### src/rtl/tff_cell.sv
// Single toggle flip-flop: flips its state on a rising clk edge when t=1.
// Asynchronous active-low reset clears the stored bit to 0.
module tff_cell (
    input  logic clk,
    input  logic rst_n,
    input  logic t,
    output logic q
);

    logic q_q;
    logic q_d;

    always_comb begin
        q_d = q_q ^ t;
    end

    always_ff @(posedge clk or negedge rst_n) begin
        if (!rst_n) begin
            q_q <= 1'b0;
        end else begin
            q_q <= q_d;
        end
    end

    assign q = q_q;

endmodule

### src/rtl/tff_updown_counter.sv
// Modulo-MODULUS up/down counter whose state lives entirely in T flip-flop cells.
// The parent computes the target value and drives each cell's toggle as q ^ target.
module tff_updown_counter #(
    parameter int WIDTH   = 4,
    parameter int MODULUS = 10
) (
    input  logic             clk,
    input  logic             rst_n,
    input  logic             en,
    input  logic             up,
    input  logic             load,
    input  logic [WIDTH-1:0] d,
    output logic [WIDTH-1:0] q,
    output logic             tc,
    output logic             wrap
);

    // One extra bit so MODULUS == 2**WIDTH is still representable in compares.
    localparam logic [WIDTH-1:0] MAX_Q   = WIDTH'(MODULUS - 1);
    localparam logic [WIDTH:0]   MOD_EXT = (WIDTH + 1)'(MODULUS);

    logic [WIDTH-1:0] next_d;
    logic [WIDTH-1:0] t_d;
    logic             in_range;
    logic             wrap_d;
    logic             wrap_q;

    always_comb begin
        in_range = ({1'b0, q} < MOD_EXT);
        next_d   = q;
        if (load) begin
            next_d = ({1'b0, d} < MOD_EXT) ? d : MAX_Q;
        end else if (en) begin
            // An out-of-range state recovers to 0 regardless of direction.
            if (!in_range) begin
                next_d = '0;
            end else if (up) begin
                next_d = (q == MAX_Q) ? '0 : q + WIDTH'(1);
            end else begin
                next_d = (q == '0) ? MAX_Q : q - WIDTH'(1);
            end
        end
        t_d    = q ^ next_d;
        tc     = en & ~load & ((up & (q == MAX_Q)) | (~up & (q == '0)));
        wrap_d = tc;
    end

    for (genvar i = 0; i < WIDTH; i++) begin : g_cell
        tff_cell u_cell (
            .clk   (clk),
            .rst_n (rst_n),
            .t     (t_d[i]),
            .q     (q[i])
        );
    end

    always_ff @(posedge clk or negedge rst_n) begin
        if (!rst_n) begin
            wrap_q <= 1'b0;
        end else begin
            wrap_q <= wrap_d;
        end
    end

    assign wrap = wrap_q;

endmodule
### config.mk
export PLATFORM = sky130hd
export DESIGN_NAME = tff_updown_counter
export DESIGN_NICKNAME = d
export VERILOG_FILES = /design/src/rtl/tff_cell.sv /design/src/rtl/tff_updown_counter.sv
export SDC_FILE = /design/constraint.sdc
export NUM_CORES = 1
export LEC_CHECK = 0
export ABC_AREA = 0
export ABC_CLOCK_PERIOD_IN_PS = 1900
export CAP_MARGIN = 20
export CORE_AREA = 2 2 39 41
export DETAILED_ROUTE_END_ITERATION = 6
export DIE_AREA = 0 0 41 43
export PLACE_DENSITY = 0.67
export REMOVE_ABC_BUFFERS = 1
export SLEW_MARGIN = 20
export SYNTH_ARGS = -nofsm -noshare
export SYNTH_HDL_FRONTEND = slang
export SYNTH_SLANG_ARGS = --single-unit
### constraint.sdc
create_clock -name clk -period 1.9 [get_ports clk]
set_clock_uncertainty 0.1 [all_clocks]
set_input_delay 0.285 -clock clk [delete_from_list [all_inputs] [get_ports clk]]
set_output_delay 0.285 -clock clk [all_outputs]
set_load 0.05 [all_outputs]
==> results of run 1 <==
worst paths after layout:
check / to / slack [ns] / depth (start not counted)
max reg2reg: g_cell[2].u_cell.q$_DFF_PN0_ / 0.13 / 8
min reg2reg: g_cell[3].u_cell.q$_DFF_PN0_ / 0.69 / 2
max: tc / -0.03 / 8
max in group asynchronous: g_cell[0].u_cell.q$_DFF_PN0_ / 1.32 / 1
min in group clk: g_cell[1].u_cell.q$_DFF_PN0_ / 0.55 / 3
min: g_cell[2].u_cell.q$_DFF_PN0_ / 0.18 / 1
per-stage QoR:
stage / setup WS [ns] / setup TNS [ns] / total power [mW] / util
floorplan: -1.218 / -2.687 / 0.2736 / -
global placement: -0.004721 / -0.004721 / 0.3599 / 0.4855
detailed placement: -0.007322 / -0.007322 / 0.3629 / 0.4855
CTS: -0.08746 / -0.08746 / 0.5022 / 0.5316
global route: -0.1705 / -0.1705 / 0.5494 / 0.5570
finish: -0.03029 / -0.03029 / 0.5151 / 0.5570
timing repair:
item                                    4_1_cts  5_1_grt
gates resized for setup                       5        2
setup buffers                                 3        3
pin swaps                                     2        2
endpoints found under the setup margin        1        1
power groups by stage:
stage	clock network [mW]	registers (mW)	logic, mW
detailed placement	0	0.138	0.225
finish	0.119	0.138	0.257
global route	0.133	0.140	0.276
floorplan	0	0.181	0.0923
global placement	0	0.137	0.223
CTS	0.123	0.137	0.242
cells in the mapped netlist, types with 2 or more instances:
| master | n |
|---|---|
| nand3_1 | 2 |
| nor2_1 | 3 |
| a21oi_1 | 5 |
| ha_1 | 4 |
| dfrtp_1 | 5 |
| inv_1 | 5 |
| buf_4 | 5 |
| nand2_1 | 2 |
| o21ai_0 | 3 |
| o21ai_2 | 2 |
cell families (layout without fill, tap and decap cells):
| logic type | count (synthesis) | after routing | share of synthesized area |
|---|---|---|---|
| simple gates | 13 | 13 | 0.1499 |
| fa+ha+maj | 4 | 4 | 0.09828 |
| xor+xnor | 1 | 1 | 0.01720 |
| compound gates | 22 | 22 | 0.3391 |
| flops | 5 | 5 | 0.2457 |
| buf+inv | 13 | 37 | 0.1499 |
state kept, by name, summed over array words and instances, names as in the netlist:
| name | count |
|---|---|
| g_cell.u_cell.q | 4 |
| wrap | 1 |
final cells by class:
| class | instances | area, µm² | area share |
|---|---|---|---|
| multi-input cells | 40 | 335.3 | 0.4351 |
| inverters | 5 | 18.77 | 0.02435 |
| well taps | 16 | 20.02 | 0.02597 |
| clock buffers | 4 | 26.28 | 0.03409 |
| flip-flops and latches | 5 | 125.1 | 0.1623 |
| repair buffers | 28 | 245.2 | 0.3182 |
layer usage:
layer  share of wire  vias to the layer above  track usage
met2            0.51                       26       0.2594
met4          0.0023                        0      0.04000
met1            0.41                      253       0.2230
met5               0                        -            0
met3           0.075                        2      0.06283
li1                -                      254            -
==> results_dict.tcl, run 1 <==
set metrics [dict create \
    drive_above_1_share 0.4390 \
    path_class "reg2out" \
    synth-edff-count 0 \
    crit_slowest_cell "dfrtp_1" \
    syn_avg_cell_area_um2 8.780 \
    clkSinkCount 5 \
    firstDrtPassIters 5 \
    r2r-start "g_cell[1].u_cell.q$_DFF_PN0_" \
    cts_hold_buffers 0 \
    cts_tree "done" \
    synthArstFlopShare 1.000 \
    vias_per_cell 5.459 \
    num-fill-cells 129 \
    crit_buf_inv 3 \
    yosys_warnings 0 \
    p_comb_frac 0.500 \
    rows 14 \
    dp_cells 88 \
    yosysSeqAreaShare 0.2457 \
    hold_violations 0 \
    h-tree-depth 1 \
    synth-main-ff-cell "dfrtp_1" \
    globalplace.congestion 0.7893 \
    crit_arrival_ns 1.55 \
    synth.distinct_cells 32 \
    grt_use_total 0.1707 \
    dp_hpwl_um 916.3 \
    avgRoutedWirePerCell_um 13.26 \
    synth_top_area_frac 0.2457 \
    port_buffers 14 \
    finalWirelength_mm 1.299 \
    violations "setup timing" \
    clk_latency_ns 0.24 \
    tightestPinTransition_ns 0.4921 \
    first_global_vias 442 \
    worstPathMaxFanout 3 \
    crit_family "buffers and inverters" \
    path_cells "inv_2 > ha_4 > nand2b_4 > nor2_2 > a31oi_1 > nor4_1 > buf_4 > buf_12" \
    ir_worst_vdd_mv 0.4917 \
    clkPwrFrac 0.232 \
    slew_violations 0 \
    fin_nets 96 \
    max_stage_delay_ns 0.38 \
    grt_max_degree 11 \
    fin_area_um2 770.7 \
    chipHeight_um 43 \
    worstSetupEndpointType "output port" \
    synth_area_leaders "dfrtp_1 25%, ha_1 9.8%, buf_4 7.4%" \
    crit_start "g_cell[1].u_cell.q$_DFF_PN0_" \
    fin_ws_ns -0.03029 \
    slew-limit-headroom 0.6709 \
    numCtsBuffers 3 \
    first_iter_violations 11 \
    final_common_cell "buf_4" \
    syn_area_um2 509.2 \
    rsz0062_at_grt "true" \
    fmax_mhz 518.1 \
    start_util 0.3680 \
    holdCritPathClass "in2async" \
    core_um2 1384 \
    p_switching_mw 0.1967 \
    final_cells 98 \
    report.final.setup_viol 1 \
    yosysTopAreaCell "dfrtp_1" \
    start_kind "flip-flop" \
    syn_inst 58 \
    placed_area_um2 671.9 \
    power_density_nw_per_um2 668.3 \
    antenna_found_initial 0 \
    fin_crit_ns 1.930 \
    clockBufferDepth 2 \
    io_pins 15 \
    grt_overflow 0 \
    worstPathRequired_ns 1.51 \
    fin_hold_ws_ns 0.1769 \
    areaGrowthSynthToFinish_pct 51.35 \
    cts.clk_slew.worst_paths_ns 0.04 \
    ant_nets 0 \
    diodes 0 \
    finalCritPeriodShare 1.016 \
    die-area_um2 1763 \
    power_frac_seq 0.269 \
    p_sw_frac 0.3818 \
    grt_pass1_wl_mm 2.007 \
    dieWidth_um 41 \
    internal-power_mw 0.3184 \
    drv_cap 0 \
    drc_errors 0 \
    mostFrequentLayoutCells "18 x buf_4, 9 x clkdlybuf4s50_1, 5 x a21oi_1, 5 x dfrtp_1" \
    synth-seq-cells 5 \
    vias 535 \
    clockRootBuffer "clkbuf_4" \
    status "finished with violations" \
    power_leakage_nw 0.3370 \
]
No activity file was read; power rests on OpenSTA's default activity.
==> run 2, diff against run 1 <==
- HOLD_SLACK_MARGIN: unset -> 0.15
==> results of run 2 <==
The final DEF is identical to that of run 1; final timing and power are the same.
==> RTL change (flow settings as in run 2) <==
Change the parameter `MODULUS` from 10 to 8.
--- a/src/rtl/tff_updown_counter.sv
+++ b/src/rtl/tff_updown_counter.sv
@@ -2,7 +2,7 @@
 // The parent computes the target value and drives each cell's toggle as q ^ target.
 module tff_updown_counter #(
     parameter int WIDTH   = 4,
-    parameter int MODULUS = 10
+    parameter int MODULUS = 8
 ) (
     input  logic             clk,
     input  logic             rst_n,
Check against the original RTL: not equivalent (Yosys sat finds a counterexample within 4 cycles, from zero or initial values and one cycle with rst_n low).
==> RTL change against run 2 <==
Final area down 20%. First-iteration DRC count down 64%. Maximum frequency increased by 6.3%. Power down 15%. Wire length fell by 31%. Register-to-register slack improved by 0.09 ns. Area after synthesis shrank 25%. Worst setup slack improved by 0.11 ns. Sequential cell count unchanged. Highest routed layer unchanged.
==> RTL change: results (changes against run 2) <==
M1 WL 412 microns (-23%); layout cell share with drive strength beyond 1 37.1% (-6.8 points); met1 GRT Util 15.9% (-6.3 points); vias in the first global route 358 (-19%); drt pass-1 iters 2 (-3); global-route wire length before repair 1.38 mm (-31%); sequential fraction of the synthesis area 32.8% (+8.2 points); pre-CTS setup slack -0.0852 ns (-0.0779 ns); delay of the slowest critical-path stage 0.52 ns (+0.14 ns); met3 Use GR 4.71% (-1.6 points); largest net degree at the start of global routing 10 (-1); status completed; adder-cell area share of the yosys netlist 6.56% (-3.3 points); largest cells by area after synthesis dfrtp_1 (33%), buf_4 (7.9%), ha_1 (6.6%); Setup Fix Bufs, Post-CTS 0 (-3); Max VDD drop 0.299 mV (-39%); initial drt markers 4 (-7); Detail Route met3 WL 68 microns (-30%); fraction of area in multi-input gates 36.4% (-7.1 points); worst-path fanout max 4 (+1); # fillers 139 (+7.8%); number of library cell types mapped by synthesis 25 (-22%); via count 367 (-31%); cts bufs inserted 3 (unchanged); Multi-input comb cells 26 (-35%); mux cell area share after synthesis 5.25% (+5.2 points); Synth Area in XOR/XNOR 2.30% (+0.58 points); GP Congestion 0.824 (+4.4%); fin cells 78 (-20%); layout net count 74 (-23%); placed cell area 546 sq um (-19%); PostCTS Resize Cnt 2 (-3); P_clk 0.127 mW (+7%); Psw 0.154 mW (-22%); Comb pwr share 41.3% (-8.7 points); met2 wire length 392 microns (-41%); final instance area 619 sq um (-20%); slowest cell on the critical path clkdlybuf4s50_1; Signal buf overhead 33.5% (+1.7 points); M2 GR Usage 16.6% (-9.4 points); Tot GR Track Use 12.4% (-4.7 points); Post-Place Cells 71 (-19%); Critical Path AT 1.43 ns (-0.12 ns); Synth Area in Compound Gates 20.0% (-14 points); clock network area share 4.24% (+0.83 points); Post-DP HPWL 634 microns (-31%)
[RTL change: path summary, 6_finish.rpt]
path	endpoint	depth (start not counted)	start	slack (ns)
hold / removal	wrap	1	rst_n	0.16
setup / recovery	tc	5	up	0.08
max in group asynchronous	g_cell[2].u_cell.q	1	rst_n	1.36
setup reg to reg	g_cell[3].u_cell.q	5	g_cell[1].u_cell.q	0.22
min in group clk	g_cell[2].u_cell.q	1	g_cell[3].u_cell.q	0.44
hold reg to reg	g_cell[2].u_cell.q	1	g_cell[3].u_cell.q	0.44
[RTL change: stage by stage]
stage | setup TNS [ns] | util (%) | total power, mW | hold WS (ns)
2_1_floorplan | -1.40 | - | 0.220 | -0.111
3_3_place_gp | -0.0734 | 39.4 | 0.288 | 0.413
3_5_place_dp | -0.0852 | 39.4 | 0.289 | 0.419
4_1_cts | 0 | 42.0 | 0.425 | 0.150
5_1_grt | 0 | 44.8 | 0.468 | 0.162
6_report | 0 | 44.8 | 0.435 | 0.156
